<file path="config.mk">
export PLATFORM = sky130hd
export DESIGN_NAME = writeback_unit
export DESIGN_NICKNAME = d
export VERILOG_FILES = /design/src/rtl/wb_pkg.sv /design/src/rtl/load_align.sv /design/src/rtl/writeback_unit.sv
export SDC_FILE = /design/constraint.sdc
export NUM_CORES = 1
export LEC_CHECK = 0
export BUFFER_PORTS_ARGS = -buffer_cell sky130_fd_sc_hd__buf_2
export CAP_MARGIN = 20
export CORE_MARGIN = 2
export CORE_UTILIZATION = 40
export CTS_CLUSTER_SIZE = 8
export DETAILED_ROUTE_END_ITERATION = 10
export PLACE_DENSITY = 0.75
export SLEW_MARGIN = 0
export SYNTH_ARGS = -nofsm -noshare
export SYNTH_HDL_FRONTEND = slang
export SYNTH_SLANG_ARGS = --single-unit
</file>
<file path="constraint.sdc">
create_clock -name clk -period 2.8 [get_ports clk]
set_clock_uncertainty 0.2 [all_clocks]
set_input_delay 0 -clock clk [delete_from_list [all_inputs] [get_ports clk]]
set_output_delay 0 -clock clk [all_outputs]
set_load 0.01 [all_outputs]
</file>
<file path="src/rtl/wb_pkg.sv">
// wb_pkg: shared datapath width, load encodings and load-queue entry layout
package wb_pkg;
  localparam int XLEN = 32;
  typedef enum logic [2:0] {
    LB  = 3'b000,
    LH  = 3'b001,
    LW  = 3'b010,
    LBU = 3'b100,
    LHU = 3'b101
  } load_funct3_e;
  typedef struct packed {
    logic [4:0] rd;
    logic [2:0] funct3;
    logic [1:0] addr_lo;
  } lq_entry_t;
endpackage

</file>
<file path="src/rtl/load_align.sv">
// load_align: combinational load formatter (lane select + sign/zero extension)
// Ports: funct3_i/addr_lo_i/rdata_i describe the load and raw word;
//        data_o is the formatted value, misalign_o flags a bad offset,
//        illegal_o flags an undefined funct3 (data_o forced to zero).
module load_align #(
  parameter int W = 32
) (
  input  logic [2:0]   funct3_i,
  input  logic [1:0]   addr_lo_i,
  input  logic [W-1:0] rdata_i,
  output logic [W-1:0] data_o,
  output logic         misalign_o,
  output logic         illegal_o
);
  import wb_pkg::*;
  logic [7:0]  b;
  logic [15:0] h;
  logic        is_b, is_h, is_w, sgn;
  always_comb begin
    b          = rdata_i[{addr_lo_i, 3'b000} +: 8];
    h          = addr_lo_i[1] ? rdata_i[31:16] : rdata_i[15:0];
    is_b       = funct3_i == LB || funct3_i == LBU;
    is_h       = funct3_i == LH || funct3_i == LHU;
    is_w       = funct3_i == LW;
    sgn        = !funct3_i[2];
    illegal_o  = !(is_b || is_h || is_w);
    misalign_o = (is_h && addr_lo_i[0]) || (is_w && addr_lo_i != 2'b00);
    data_o     = is_b ? {{(W-8){sgn & b[7]}}, b} :
                 is_h ? {{(W-16){sgn & h[15]}}, h} :
                 is_w ? rdata_i : '0;
  end
endmodule

</file>
<file path="src/rtl/writeback_unit.sv">
// writeback_unit: register-file write port merging ALU results and in-order load responses
// Ports: alu_* ALU result handshake; ld_issue_* load issue handshake (queued);
//        mem_rvalid/mem_rdata un-stallable load response; rf_* registered RF write;
//        busy per-register pending-load scoreboard; err sticky error.
// Optional: define WB_PERF_COUNT_EN to add ld_retired_cnt and alu_stall_cnt outputs.
module writeback_unit #(
  parameter int XLEN     = wb_pkg::XLEN,
  parameter int NREG     = 32,
  parameter int LQ_DEPTH = 2
) (
  input  logic            clk,
  input  logic            rst,
  input  logic            alu_valid,
  output logic            alu_ready,
  input  logic [4:0]      alu_rd,
  input  logic [XLEN-1:0] alu_data,
  input  logic            ld_issue_valid,
  output logic            ld_issue_ready,
  input  logic [4:0]      ld_issue_rd,
  input  logic [2:0]      ld_issue_funct3,
  input  logic [1:0]      ld_issue_addr_lo,
  input  logic            mem_rvalid,
  input  logic [XLEN-1:0] mem_rdata,
  output logic            rf_en,
  output logic [4:0]      rf_rd,
  output logic [XLEN-1:0] rf_data,
  output logic [NREG-1:0] busy,
  output logic            err
`ifdef WB_PERF_COUNT_EN
  ,
  output logic [31:0]     ld_retired_cnt,
  output logic [31:0]     alu_stall_cnt
`endif
);
  import wb_pkg::*;
  localparam int PW = $clog2(LQ_DEPTH);
  lq_entry_t       lq_q [LQ_DEPTH];
  lq_entry_t       head;
  logic [PW:0]     wr_q, wr_d, rd_q, rd_d;
  logic [NREG-1:0] busy_q, busy_d;
  logic            rf_en_q, rf_en_d, err_q, err_d;
  logic [4:0]      rf_rd_q, rf_rd_d;
  logic [XLEN-1:0] rf_data_q, rf_data_d, fmt;
  logic            empty, full, push, pop, alu_fire, misalign, illegal;
  assign head = lq_q[rd_q[PW-1:0]];
  // Extra pointer MSB distinguishes full from empty when the indices match.
  assign empty          = wr_q == rd_q;
  assign full           = (wr_q ^ rd_q) == {1'b1, {PW{1'b0}}};
  assign pop            = mem_rvalid && !empty;
  assign ld_issue_ready = !full && !busy_q[ld_issue_rd];
  assign alu_ready      = !pop && !busy_q[alu_rd];
  assign push           = ld_issue_valid && ld_issue_ready;
  assign alu_fire       = alu_valid && alu_ready;
  load_align #(.W(XLEN)) u_align (
    .funct3_i  (head.funct3),
    .addr_lo_i (head.addr_lo),
    .rdata_i   (mem_rdata),
    .data_o    (fmt),
    .misalign_o(misalign),
    .illegal_o (illegal)
  );
  always_comb begin
    wr_d      = wr_q + {{PW{1'b0}}, push};
    rd_d      = rd_q + {{PW{1'b0}}, pop};
    busy_d    = busy_q;
    err_d     = err_q | (mem_rvalid & empty) | (pop & (misalign | illegal));
    rf_en_d   = 1'b0;
    rf_rd_d   = rf_rd_q;
    rf_data_d = rf_data_q;
    if (pop) begin
      rf_en_d           = head.rd != 5'd0;
      rf_rd_d           = head.rd;
      rf_data_d         = illegal ? '0 : fmt;
      busy_d[head.rd]   = 1'b0;
    end else if (alu_fire) begin
      rf_en_d   = alu_rd != 5'd0;
      rf_rd_d   = alu_rd;
      rf_data_d = alu_data;
    end
    // Issue to a register already busy is blocked, so set-after-clear never collides.
    if (push && ld_issue_rd != 5'd0) busy_d[ld_issue_rd] = 1'b1;
  end
  always_ff @(posedge clk) begin
    if (rst) begin
      wr_q      <= '0;
      rd_q      <= '0;
      busy_q    <= '0;
      err_q     <= 1'b0;
      rf_en_q   <= 1'b0;
      rf_rd_q   <= '0;
      rf_data_q <= '0;
    end else begin
      wr_q      <= wr_d;
      rd_q      <= rd_d;
      busy_q    <= busy_d;
      err_q     <= err_d;
      rf_en_q   <= rf_en_d;
      rf_rd_q   <= rf_rd_d;
      rf_data_q <= rf_data_d;
    end
  end
  always_ff @(posedge clk) begin
    if (push) lq_q[wr_q[PW-1:0]] <= '{rd: ld_issue_rd, funct3: ld_issue_funct3, addr_lo: ld_issue_addr_lo};
  end
  assign rf_en   = rf_en_q;
  assign rf_rd   = rf_rd_q;
  assign rf_data = rf_data_q;
  assign busy    = busy_q;
  assign err     = err_q;
`ifdef WB_PERF_COUNT_EN
  logic [31:0] ld_cnt_q, stall_cnt_q;
  always_ff @(posedge clk) begin
    if (rst) begin
      ld_cnt_q    <= '0;
      stall_cnt_q <= '0;
    end else begin
      ld_cnt_q    <= ld_cnt_q + {31'd0, pop};
      stall_cnt_q <= stall_cnt_q + {31'd0, alu_valid && !alu_ready};
    end
  end
  assign ld_retired_cnt = ld_cnt_q;
  assign alu_stall_cnt  = stall_cnt_q;
`endif
endmodule

</file>
# ---- Yosys cells after proc, flatten, opt, wreduce, memory -nomap -nowiden
# Memory sizes are Yosys's and may differ from the RTL's. A register that Yosys moved wholly into a read port is not among the register bits.
# Cells that the tools add are included.
dict set report op_classes {
  add_sub_neg 2
  n_lt_le_gt_ge 5
  eq_ne 6
  shifts 1
  mux 24
  bitwise_logic 11
  reduce_logical 28
}
# op n
set ops {}
lappend ops {{$mux 32} 8}
lappend ops {{$and 32x32->32} 1}
lappend ops {{$not 32->32} 1}
lappend ops {{$or 32x32->32} 1}
lappend ops {{$shiftx 32x6->8} 1}
lappend ops {{$lt 5x6->1 const B} 3}
lappend ops {{$mux 16} 1}
lappend ops {{$reduce_bool 5->1} 3}
lappend ops {{$bmux 1 s5} 2}
lappend ops {{$demux 1 s5} 2}
lappend ops {{$ge 5x1->1 const B} 2}
lappend ops {{$logic_and 1x1->1} 10}
lappend ops {{$mux 5} 2}
lappend ops {{$mux 1} 9}
lappend ops {{$logic_not 1->1} 7}
lappend ops {{$eq 3x3->1 const B} 2}
lappend ops {{$logic_or 1x1->1} 5}
lappend ops {{$add 2x1->2} 2}
lappend ops {{$and 1x1->1} 4}
lappend ops {{$reduce_bool 2->1} 2}
lappend ops {{$eq 3x1->1 const B} 1}
lappend ops {{$eq 3x2->1 const B} 1}
lappend ops {{$logic_not 3->1} 1}
lappend ops {{$or 1x1->1} 3}
lappend ops {{3 further kinds} 3}
dict set report totals {
  ff_bits 75
  ram_bits 20
  inputBits 84
  out_inout_bits 73
  word_cells 85
  mem_count 1
}
# memory depth width rd rd_ports_with_merged_regs write_ports line
set memory_table {}
lappend memory_table {lq_q 2 10 1 1 1 writeback_unit.sv:37} ;# lq_entry_t lq_q [LQ_DEPTH];

# ---- Depth between registers and ports, before layout
# Gate-level depths: netlist of the first run.
dict set report logic_depth {
  ltp_word 9
  ltp_mapped 10
  mapped_depth_nobuf 9
}

# ---- Modules after synthesis
# A second synthesis of the first run with hierarchy kept.
dict set report hier_totals {
  cells_unflattened 609
  area_unflattened_um2 5696.7
}
# mod n_inst cells_each area_each_um2 seq_area_each_um2
set modules_own_cells {}
lappend modules_own_cells {writeback_unit 1 485 4820.9 2102.0}
lappend modules_own_cells {load_align 1 124 875.8 0.0}

# ---- Least setup slack after synthesis of the first run
# Ideal clock, no wire load.
dict set report synth_timing {
  path_type {flip-flop to flip-flop}
  start {reg busy_q[21], in the netlist busy[21]}
  end {mem lq_q[1][0] (netlist bit) (enable)}
  setup_ns 0.351
  t_arrival_ns 2.285
  required_ns 2.249
  slack_ns -0.036
  stages_incl_launch_ff 8
  path_buffers 1
  period_less_slack_ns 2.836
  path_cell_list {dfxtp_1 -> mux4_1 -> mux2_2 -> a22o_1 -> a211o_4 -> buf_6 -> nor2_1 -> ha_1}
}
dict set report synth_via {
  elab_chain_cells 7
}
# item line
set synth_rtl {}
lappend synth_rtl {{start: declaration} writeback_unit.sv:40} ;# logic [NREG-1:0] busy_q, busy_d;
lappend synth_rtl {{start signal: assignment} writeback_unit.sv:95} ;# busy_q <= busy_d;
lappend synth_rtl {{$bmux 1 s5} writeback_unit.sv:50} ;# assign ld_issue_ready = !full && !busy_q[ld_issue_rd];
lappend synth_rtl {{$mux 1 (implied by the code)} writeback_unit.sv:50}
lappend synth_rtl {{$logic_not 1->1} writeback_unit.sv:50}
lappend synth_rtl {{$logic_and 1x1->1} writeback_unit.sv:50}
lappend synth_rtl {{$logic_and 1x1->1} writeback_unit.sv:52} ;# assign push = ld_issue_valid && ld_issue_ready;
lappend synth_rtl {{$mux 1} writeback_unit.sv:103} ;# if (push) lq_q[wr_q[PW-1:0]] <= '{rd: ld_issue_rd, funct3: ld_issue_funct3, addr_lo: ld_issue_addr_lo};
lappend synth_rtl {{$mux 1 (implied by the code)} writeback_unit.sv:103}
lappend synth_rtl {{end: declaration} writeback_unit.sv:37}
# Every way passes these cells. The select of a mux whose other input is x is not followed.

# ---- Worst setup path after layout of the first run
dict set report layout_timing {
  start {reg busy_q[15], in the netlist busy[15]}
  end {reg rf_en_q, in the netlist rf_en}
}
dict set report layout_via {
  elab_chain_cells 7
}
# item line
set layout_rtl {}
lappend layout_rtl {{$bmux 1 s5} writeback_unit.sv:51} ;# assign alu_ready = !pop && !busy_q[alu_rd];
lappend layout_rtl {{$mux 1 (implied by the code)} writeback_unit.sv:51}
lappend layout_rtl {{$logic_not 1->1} writeback_unit.sv:51}
lappend layout_rtl {{$logic_and 1x1->1} writeback_unit.sv:51}
lappend layout_rtl {{$logic_and 1x1->1} writeback_unit.sv:53} ;# assign alu_fire = alu_valid && alu_ready;
lappend layout_rtl {{$mux 1} writeback_unit.sv:75} ;# end else if (alu_fire) begin
lappend layout_rtl {{$mux 1} writeback_unit.sv:70} ;# if (pop) begin
lappend layout_rtl {{end signal: assignment} writeback_unit.sv:97} ;# rf_en_q <= rf_en_d;
lappend layout_rtl {{end: declaration} writeback_unit.sv:41} ;# logic rf_en_q, rf_en_d, err_q, err_d;
# Every way passes these cells. The select of a mux whose other input is x is not followed.
# A chain may end at the register's enable or synchronous reset.

==> results of run 1 <==
-- flip-flops by register name (all words and copies together) (netlist names) --
name / cells
rf_rd: 5
lq_q: 20
rf_en: 1
rd_q: 2
rf_data: 32
busy: 32
err: 1
wr_q: 2
-- worst paths after layout --
path,from,to,cells past startpoint
max,busy[15],rf_en,6
min reg2reg,busy[0],busy[0],1
min,mem_rdata[1],rf_data[1],5
max reg2reg,busy[15],rf_en,6
-- report_power, final --
group          switching [mW]  internal [mW]
clock                   0.566          0.629
combinational            1.75           1.20
sequential              0.201           1.70
-- Yosys cell counts (3+ instances only) --
cell,count
o21a_1,3
buf_2,11
buf_1,3
nand2b_1,10
o21ai_2,3
o221a_2,7
nor2_1,50
nor3_1,12
nand3b_1,3
o2bb2ai_1,7
clkbuf_1,22
o31ai_1,6
o21ai_0,53
buf_4,8
edfxtp_1,20
o211a_1,25
dfxtp_1,75
nor2b_1,11
mux2_2,8
ha_1,3
inv_1,13
nor3b_1,3
mux4_2,9
nand3_1,8
mux2i_1,24
a221oi_1,8
nand2_1,79
a21o_1,16
o21ai_1,19
a211oi_1,17
a21oi_1,21
o211ai_1,25
-- what timing repair did --
action | CTS | global route
setup buffers | 0 | 0
hold buffers | 56 | 0
hold endpoints to repair | 79 | 0
setup endpoints to repair | 0 | 26
resized for setup | 0 | 3
-- worst max-delay path, stage by stage (launching register included) --
cell,delay (ns)
dfxtp_1,0.35
mux4_2,0.50
mux2i_2,0.31
o21a_1,0.30
nand4_1,0.13
dlygate4sd3_1,0.58
a21oi_1,0.26
-- placed cells by master (no fill, tap or decap), types with 3 or more instances in the layout --
cell type,count
buf_2,156
nand2_1,79
dfxtp_1,74
dlygate4sd3_1,56
o21ai_0,53
nor2_1,50
buf_4,27
o211ai_1,25
o211a_1,25
mux2i_1,23
a21oi_1,21
edfxtp_1,20
o21ai_1,18
a211oi_1,17
a21o_1,16
inv_1,13
nor3_1,12
nor2b_1,11
nand2b_1,10
mux4_2,9
clkbuf_16,9
mux2_2,8
nand3_1,8
a221oi_1,8
o2bb2ai_1,7
o221a_2,7
o31ai_1,6
o21ai_2,4
o21a_1,3
nor3b_1,3
nand3b_1,3
-- kinds of logic after synthesis --
group	share of synthesized area, %
compound gates	31.4
xor+xnor	0.615
fa+ha+maj	0.659
buf+inv	4.98
flops	36.9
mux	10.5
simple gates	15.0
-- routing by layer --
metal | track usage, % | up-vias | wire length [µm]
li1 | - | 2813 | -
met1 | 33.3 | 2928 | 8140
met2 | 45.4 | 362 | 9920
met3 | 6.55 | 46 | 2060
met4 | 9.02 | 0 | 556
met5 | 0 | - | 0
-- cell type report --
class / count / area (µm²)
Fill cell: 1293 / 6310
Multi-Input combinational cell: 481 / 3330
Sequential cell: 95 / 2100
Timing Repair Buffer: 241 / 1580
Clock buffer: 11 / 243
Tap cell: 180 / 225
Inverter: 14 / 52.6
Clock inverter: 5 / 32.5
==> Flow_metrics.wiki, run 1 <==
{| class="wikitable"
! Metric !! Value
|-
| DRC violations left || 0
|-
| Final standard cell utilization of the core || 54.5%
|-
| Pre-CTS WS || 0.113 ns
|-
| Flip-flop and latch count after synthesis || 95
|-
| Finished layout cell area || 7570 µm²
|-
| Top cell type's share of synthesized area || 26.3%
|-
| Number of I/O pins || 157
|-
| Count of pins over their slew limit || 0
|-
| Startpoint types || register
|-
| Placed cell areas || 6720 µm²
|-
| Critical Path Fanout Max || 6
|-
| Total Die Area || 15,200 µm²
|-
| Clock-pin slew reported for the worst setup and hold paths after clock tree synthesis || 0.07 ns
|-
| Sequential share of the synthesized area || 36.9%
|-
| Class of the most critical setup path || register to register
|-
| Cell type with the highest aggregate area in the netlist || dfxtp_1
|-
| CTS sink cnt || 95
|-
| Capturing element type of the critical path || register
|-
| Setup WS post-layout || 0.0536 ns
|-
| Synthesized area per cell || 8.96 µm²
|-
| Synth unique cells || 70
|-
| Source-to-sink clock delay at the later pin of the worst-skew pair || 0.36 ns
|-
| Starting density of the core || 41.1%
|-
| Slew at the pin closest to its max-slew limit || 0.893 ns
|-
| GP Congestion || 0.928
|-
| Maximum clock rate || 0.364 GHz
|-
| Total grt overflow || 0
|-
| Final Hold Violating Endpoints || 0
|-
| Core Area || 13,900 µm²
|-
| Final Critical Period || 2.75 ns
|-
| Non-filler cells, final || 1,027
|-
| Final setup violation count || 0
|-
| Number of nets at the end of the flow || 929
|-
| Leakage component of the power || 3.33 nW
|-
| Initial antenna violation count || 0
|-
| Unrepaired setup endpoints after global routing || yes
|-
| Biggest area contributors in the synthesized netlist || dfxtp_1 26%, edfxtp_1 11%, nand2_1 5.2%
|-
| Status || finished clean
|-
| Global-route wire length before repair || 31.3 mm
|-
| Count of standard-cell rows || 43
|-
| Detailed-route wire length per cell || 20.1 µm
|-
| Instance count after placement with tap cells included || 955
|-
| Synth-to-Final Area Change || 32.8%
|-
| CTS buffer count || 9
|-
| Detail Route Antenna Nets || 0
|-
| TNS Setup || 0 ns
|-
| Pin count of the biggest net entering global routing || 44
|-
| CTS tree || built
|-
| First-pass detailed-route iteration total || 5
|-
| Clock tree root buffer cell || clkbuf_16
|-
| Final HPWL from detailed placement || 14.7 mm
|-
| Post-synthesis instance area || 5700 µm²
|-
| X dimension of the die || 123 µm
|-
| Vias per cell || 5.99
|-
| IR drop worst, VDD || 0.000353 V
|-
| Synth async-reset ratio || 0%
|-
| Gate count of the mapped netlist || 636
|-
| Power per cell area || 798 nW/µm²
|-
| Worst Path Required || 2.85 ns
|-
| Total routing resource utilization after global routing || 26.8%
|-
| Routed WL || 20.7 mm
|-
| Post-synth EDFFs || 20
|-
| Share of layout cells above drive strength 1 || 28.8%
|-
| Power Total || 6.04 mW
|-
| WHS || 0.0192 ns
|-
| R2r setup slk || 0.05 ns
|-
| Overall die height || 123 µm
|-
| Total number of vias || 6,149
|-
| Data arrival time of the critical path || 2.79 ns
|-
| Vias in the first global route || 5,770
|-
| Worst Hold Class || primary input to register
|-
| Antenna diode instance count || 0
|-
| Max_slew headroom || 40.1%
|-
| Number of design-rule violations left by the first detailed-router iteration || 764
|-
| Number of input and output port buffers inserted || 156
|-
| Post-Synthesis Net Count || 723
|-
| Yosys Warn Count || 0
|-
| Depth of the CTS H-tree || 3
|-
| Most used flip-flop cell after synthesis || dfxtp_1
|-
| Final worst-path cycle share || 98.1%
|-
| Max Buffers Root-to-Sink || 2
|-
| Max-cap check violation count || 0
|}
(Power assumes the default switching activity.)
==> inputs of run 2 (changes only) <==
--- a/config.mk
+++ b/config.mk
@@ -5,6 +5,7 @@
 export SDC_FILE = /design/constraint.sdc
 export NUM_CORES = 1
 export LEC_CHECK = 0
+export ABC_AREA = 1
 export BUFFER_PORTS_ARGS = -buffer_cell sky130_fd_sc_hd__buf_2
 export CAP_MARGIN = 20
 export CORE_MARGIN = 2
==> Flow_metrics.wiki, run 2 <==
{| class="wikitable"
! Metric !! Value
|-
| Area share of xor/xnor cells in the synthesized design || 0.731% (+0.12 points)
|-
| Number of buffers and inverters on the critical path || 5 (+4)
|-
| CTS tree || built
|-
| Final worst-path cycle share || 92.6% (-5.5 points)
|-
| Cell type with the highest aggregate area in the netlist || dfxtp_1
|-
| Routed WL || 20.4 mm (-1.2%)
|-
| Global-route wire length before repair || 31.9 mm (+2.2%)
|-
| Number of setup buffers added after CTS || 0 (unchanged)
|-
| GP Congestion || 0.977 (+5.2%)
|-
| Maximum clock rate || 0.386 GHz (+5.9%)
|-
| Count of pins over their slew limit || 0 (unchanged)
|-
| Most common cell after layout, fill and taps aside || nand2_1
|-
| Total number of vias || 7,005 (+14%)
|-
| Crit path largest cell delay || 0.51 ns (-0.07 ns)
|-
| X dimension of the die || 125 µm (+0.97%)
|-
| Top cell type's share of synthesized area || 25.8% (-0.52 points)
|-
| Total routing resource utilization after global routing || 25.5% (-1.3 points)
|-
| Post-synth EDFFs || 20 (unchanged)
|-
| Total Die Area || 15,500 µm² (+1.9%)
|-
| Count of standard-cell rows || 44 (+2.3%)
|-
| Adder-cell area share of the yosys netlist || 0.645% (-0.013 points)
|-
| Worst Hold Class || primary input to register
|-
| Power per cell area || 797 nW/µm² (-0.15%)
|-
| Number of nets at the end of the flow || 1,194 (+29%)
|-
| Overall die height || 125 µm (+0.97%)
|-
| IR drop worst, VDD || 0.000521 V (+48%)
|-
| Clock-pin slew reported for the worst setup and hold paths after clock tree synthesis || 0.06 ns (about the same)
|-
| Detail Route Antenna Nets || 0 (unchanged)
|-
| Most used flip-flop cell after synthesis || dfxtp_1
|-
| CP max stage cell || dlygate4sd3_1
|-
| Total number of cells along the worst setup path || 16 (+10)
|-
| Number of input and output port buffers inserted || 156 (unchanged)
|-
| Flip-flop and latch count after synthesis || 95 (unchanged)
|-
| Simple-gate share of the synthesized area || 40.2% (+25 points)
|-
| First-pass detailed-route iteration total || 7 (+2)
|-
| Number of design-rule violations left by the first detailed-router iteration || 768 (+0.52%)
|-
| Max Buffers Root-to-Sink || 2 (unchanged)
|-
| Post-Synthesis Net Count || 988 (+37%)
|-
| Leakage component of the power || 3.63 nW (+8.8%)
|-
| Routing usage on met1 || 32.9% (-0.34 points)
|-
| Starting density of the core || 40.5% (-0.59 points)
|-
| CTS buffer count || 9 (unchanged)
|-
| Most congested layer reported by global routing || met2
|-
| Detailed-route wire length per cell || 15.8 µm (-22%)
|-
| Count leader, synth || nand2_1
|-
| Final Hold Violating Endpoints || 0 (unchanged)
|-
| Initial antenna violation count || 0 (unchanged)
|-
| Yosys Warn Count || 0 (unchanged)
|-
| DRC violations left || 0 (unchanged)
|-
| Synth-to-Final Area Change || 32.3%
|-
| Slew at the pin closest to its max-slew limit || 0.834 ns (-0.0588 ns)
|-
| Final HPWL from detailed placement || 13.4 mm (-8.9%)
|-
| Class of the most critical setup path || primary input to register
|-
| Gate count of the mapped netlist || 901 (+42%)
|-
| R2R Path Start || rd_q[0]
|-
| Final setup violation count || 0 (unchanged)
|-
| Post-synthesis instance area || 5820 µm² (+2.0%)
|-
| Critical Path Fanout Max || 12 (+6)
|-
| Number of stages on the worst hold path || 5 (unchanged)
|-
| Unrepaired setup endpoints after global routing || no
|-
| Number of cell instances on the worst register-to-register path || 10 (+4)
|-
| Beginning of the worst hold path || ld_issue_valid
|-
| Power Total || 6.13 mW (+1.4%)
|-
| Synth async-reset ratio || 0% (unchanged)
|-
| Worst Path Required || 2.82 ns (-0.03 ns)
|-
| Source-to-sink clock delay at the later pin of the worst-skew pair || 0.36 ns (about the same)
|-
| Fraction of the mapped netlist area in compound gates || 13.1% (-18 points)
|-
| Pin count of the biggest net entering global routing || 66 (+50%)
|-
| Number of I/O pins || 157 (unchanged)
|-
| Source of the critical timing path || ld_issue_rd[1]
|-
| Vias per cell || 5.41 (-9.7%)
|-
| Synthesized area per cell || 6.45 µm² (-28%)
|-
| CTS sink cnt || 95 (unchanged)
|-
| Capturing element type of the critical path || register
|-
| Antenna diode instance count || 0 (unchanged)
|-
| Worst path cell trace || dlygate4sd3_1, buf_2, inv_2, nand2_2, nor2_1, nor2_1, nand2_1, nand2_1, nand2_1, inv_1, nand3_1, nor2_2, ha_1, buf_4, xnor2_1, nor2_1
|-
| Max_slew headroom || 43.8% (+3.7 points)
|-
| Sequential share of the synthesized area || 36.1% (-0.73 points)
|-
| Final Critical Period || 2.59 ns (-0.154 ns)
|-
| Core Area || 14,400 µm² (+3.5%)
|-
| Most common library cells after synthesis || 263 x nand2_1, 128 x nor2_1, 79 x nand3_1, 75 x dfxtp_1, 71 x o21ai_0
|-
| Total grt overflow || 0 (unchanged)
|-
| Vias in the first global route || 6,287 (+9.0%)
|-
| Commonest cells after routing, fill and taps aside || 263 x nand2_1, 156 x buf_2, 128 x nor2_1, 79 x nand3_1, 75 x dfxtp_1
|-
| Startpoint types || primary input
|-
| Biggest area contributors in the synthesized netlist || dfxtp_1 26%, nand2_1 17%, edfxtp_1 10%
|-
| Depth of the CTS H-tree || 3 (unchanged)
|-
| TNS Setup || 0 ns (unchanged)
|-
| Met2 GRT Util || 40.6% (-4.8 points)
|-
| Status || finished clean
|-
| Synth unique cells || 34 (-51%)
|-
| Fraction of synthesized area in multiplexers || 0.344% (-10 points)
|-
| Clock tree root buffer cell || clkbuf_16
|-
| Data arrival time of the critical path || 2.61 ns (-0.18 ns)
|-
| Global-route met3 utilization || 5.15% (-1.4 points)
|-
| Max-cap check violation count || 0 (unchanged)
|-
| Dominant delay contributor by cell family on the critical path || buffers and inverters
|-
| Largest family of logic cells by synthesized area || simple AND/OR/NAND/NOR gates
|-
| Share of layout cells above drive strength 1 || 19.2% (-9.7 points)
|}
==> run 2: changes by cell type after synthesis, moves of 11 or more <==
| cell | before | now |
|---|---|---|
| a21oi_1 | 21 | 46 |
| a21o_1 | 16 | 0 |
| nor2b_1 | 11 | 0 |
| nor2_1 | 50 | 128 |
| o211ai_1 | 25 | 2 |
| a211oi_1 | 17 | 0 |
| nand2_1 | 79 | 263 |
| nand3_1 | 8 | 79 |
| mux2i_1 | 24 | 2 |
| nand3b_1 | 3 | 35 |
| inv_1 | 13 | 58 |
| o21ai_0 | 53 | 71 |
| o211a_1 | 25 | 0 |
==> run 2: layer usage <==
metal	part of all wire, %	up-vias
li1	-	3329
met4	4.2	0
met5	0	-
met2	46	453
met1	40	3144
met3	9.7	79
==> run 2: report_power, final <==
group	switching (mW)	total, mW	internal (mW)	leakage (nW)
registers	0.148	1.85	1.70	0.802
clock network	0.528	1.21	0.681	0.148
logic	2.05	3.08	1.03	2.68
==> run 2: cell type report <==
cell class	count	area, µm²
well taps	184	230
clock buffers	12	268
clock inverters	4	27.5
multi-input cells	693	3210
flip-flops and latches	95	2100
repair buffers	241	1600
fillers	1397	6680
inverters	67	251
==> run 2: through the flow <==
stage               std cells  hold slack, ns  area (µm²)  util, %  worst slack, ns
floorplan                 901          -0.101        5820        -            0.650
global placement         1206         -0.0103        6650     46.3            0.268
detailed placement       1206        -0.00868        6650     46.3            0.251
CTS                      1296         0.00928        7680     53.5            0.230
global route             1296          0.0277        7690     53.5           0.0133
finish                   1296          0.0193        7690     53.5            0.207
==> run 2: worst min-delay path, stage by stage <==
cell    delay (ns)
buf_2         0.09
inv_1         0.05
nor2_2        0.07
ha_1          0.27
nor2_1        0.04
==> run 2: kinds of logic after synthesis <==
| family | count (synthesis) |
|---|---|
| DFF | 95 |
| adders and majority gates | 3 |
| muxes | 2 |
| AOI/OAI and AO/OA | 146 |
| xor gates and xnor gates | 4 |
| and+or+nand+nor | 538 |
| buffers and inverters | 113 |
==> run 2: timing repair <==
action | 4_1_cts | 5_1_grt
gates resized for setup | 0 | 1
endpoints found under the hold margin | 67 | 0
setup endpoints to repair | 0 | 22
hold buffers | 74 | 0
==> run 2: final timing paths <==
kind                               endpoint  slack [ns]
worst max-delay path                wr_q[1]        0.21
worst min-delay path                wr_q[0]        0.02
worst max register to register  rf_data[25]        0.21
worst min register to register     rf_rd[1]        0.28
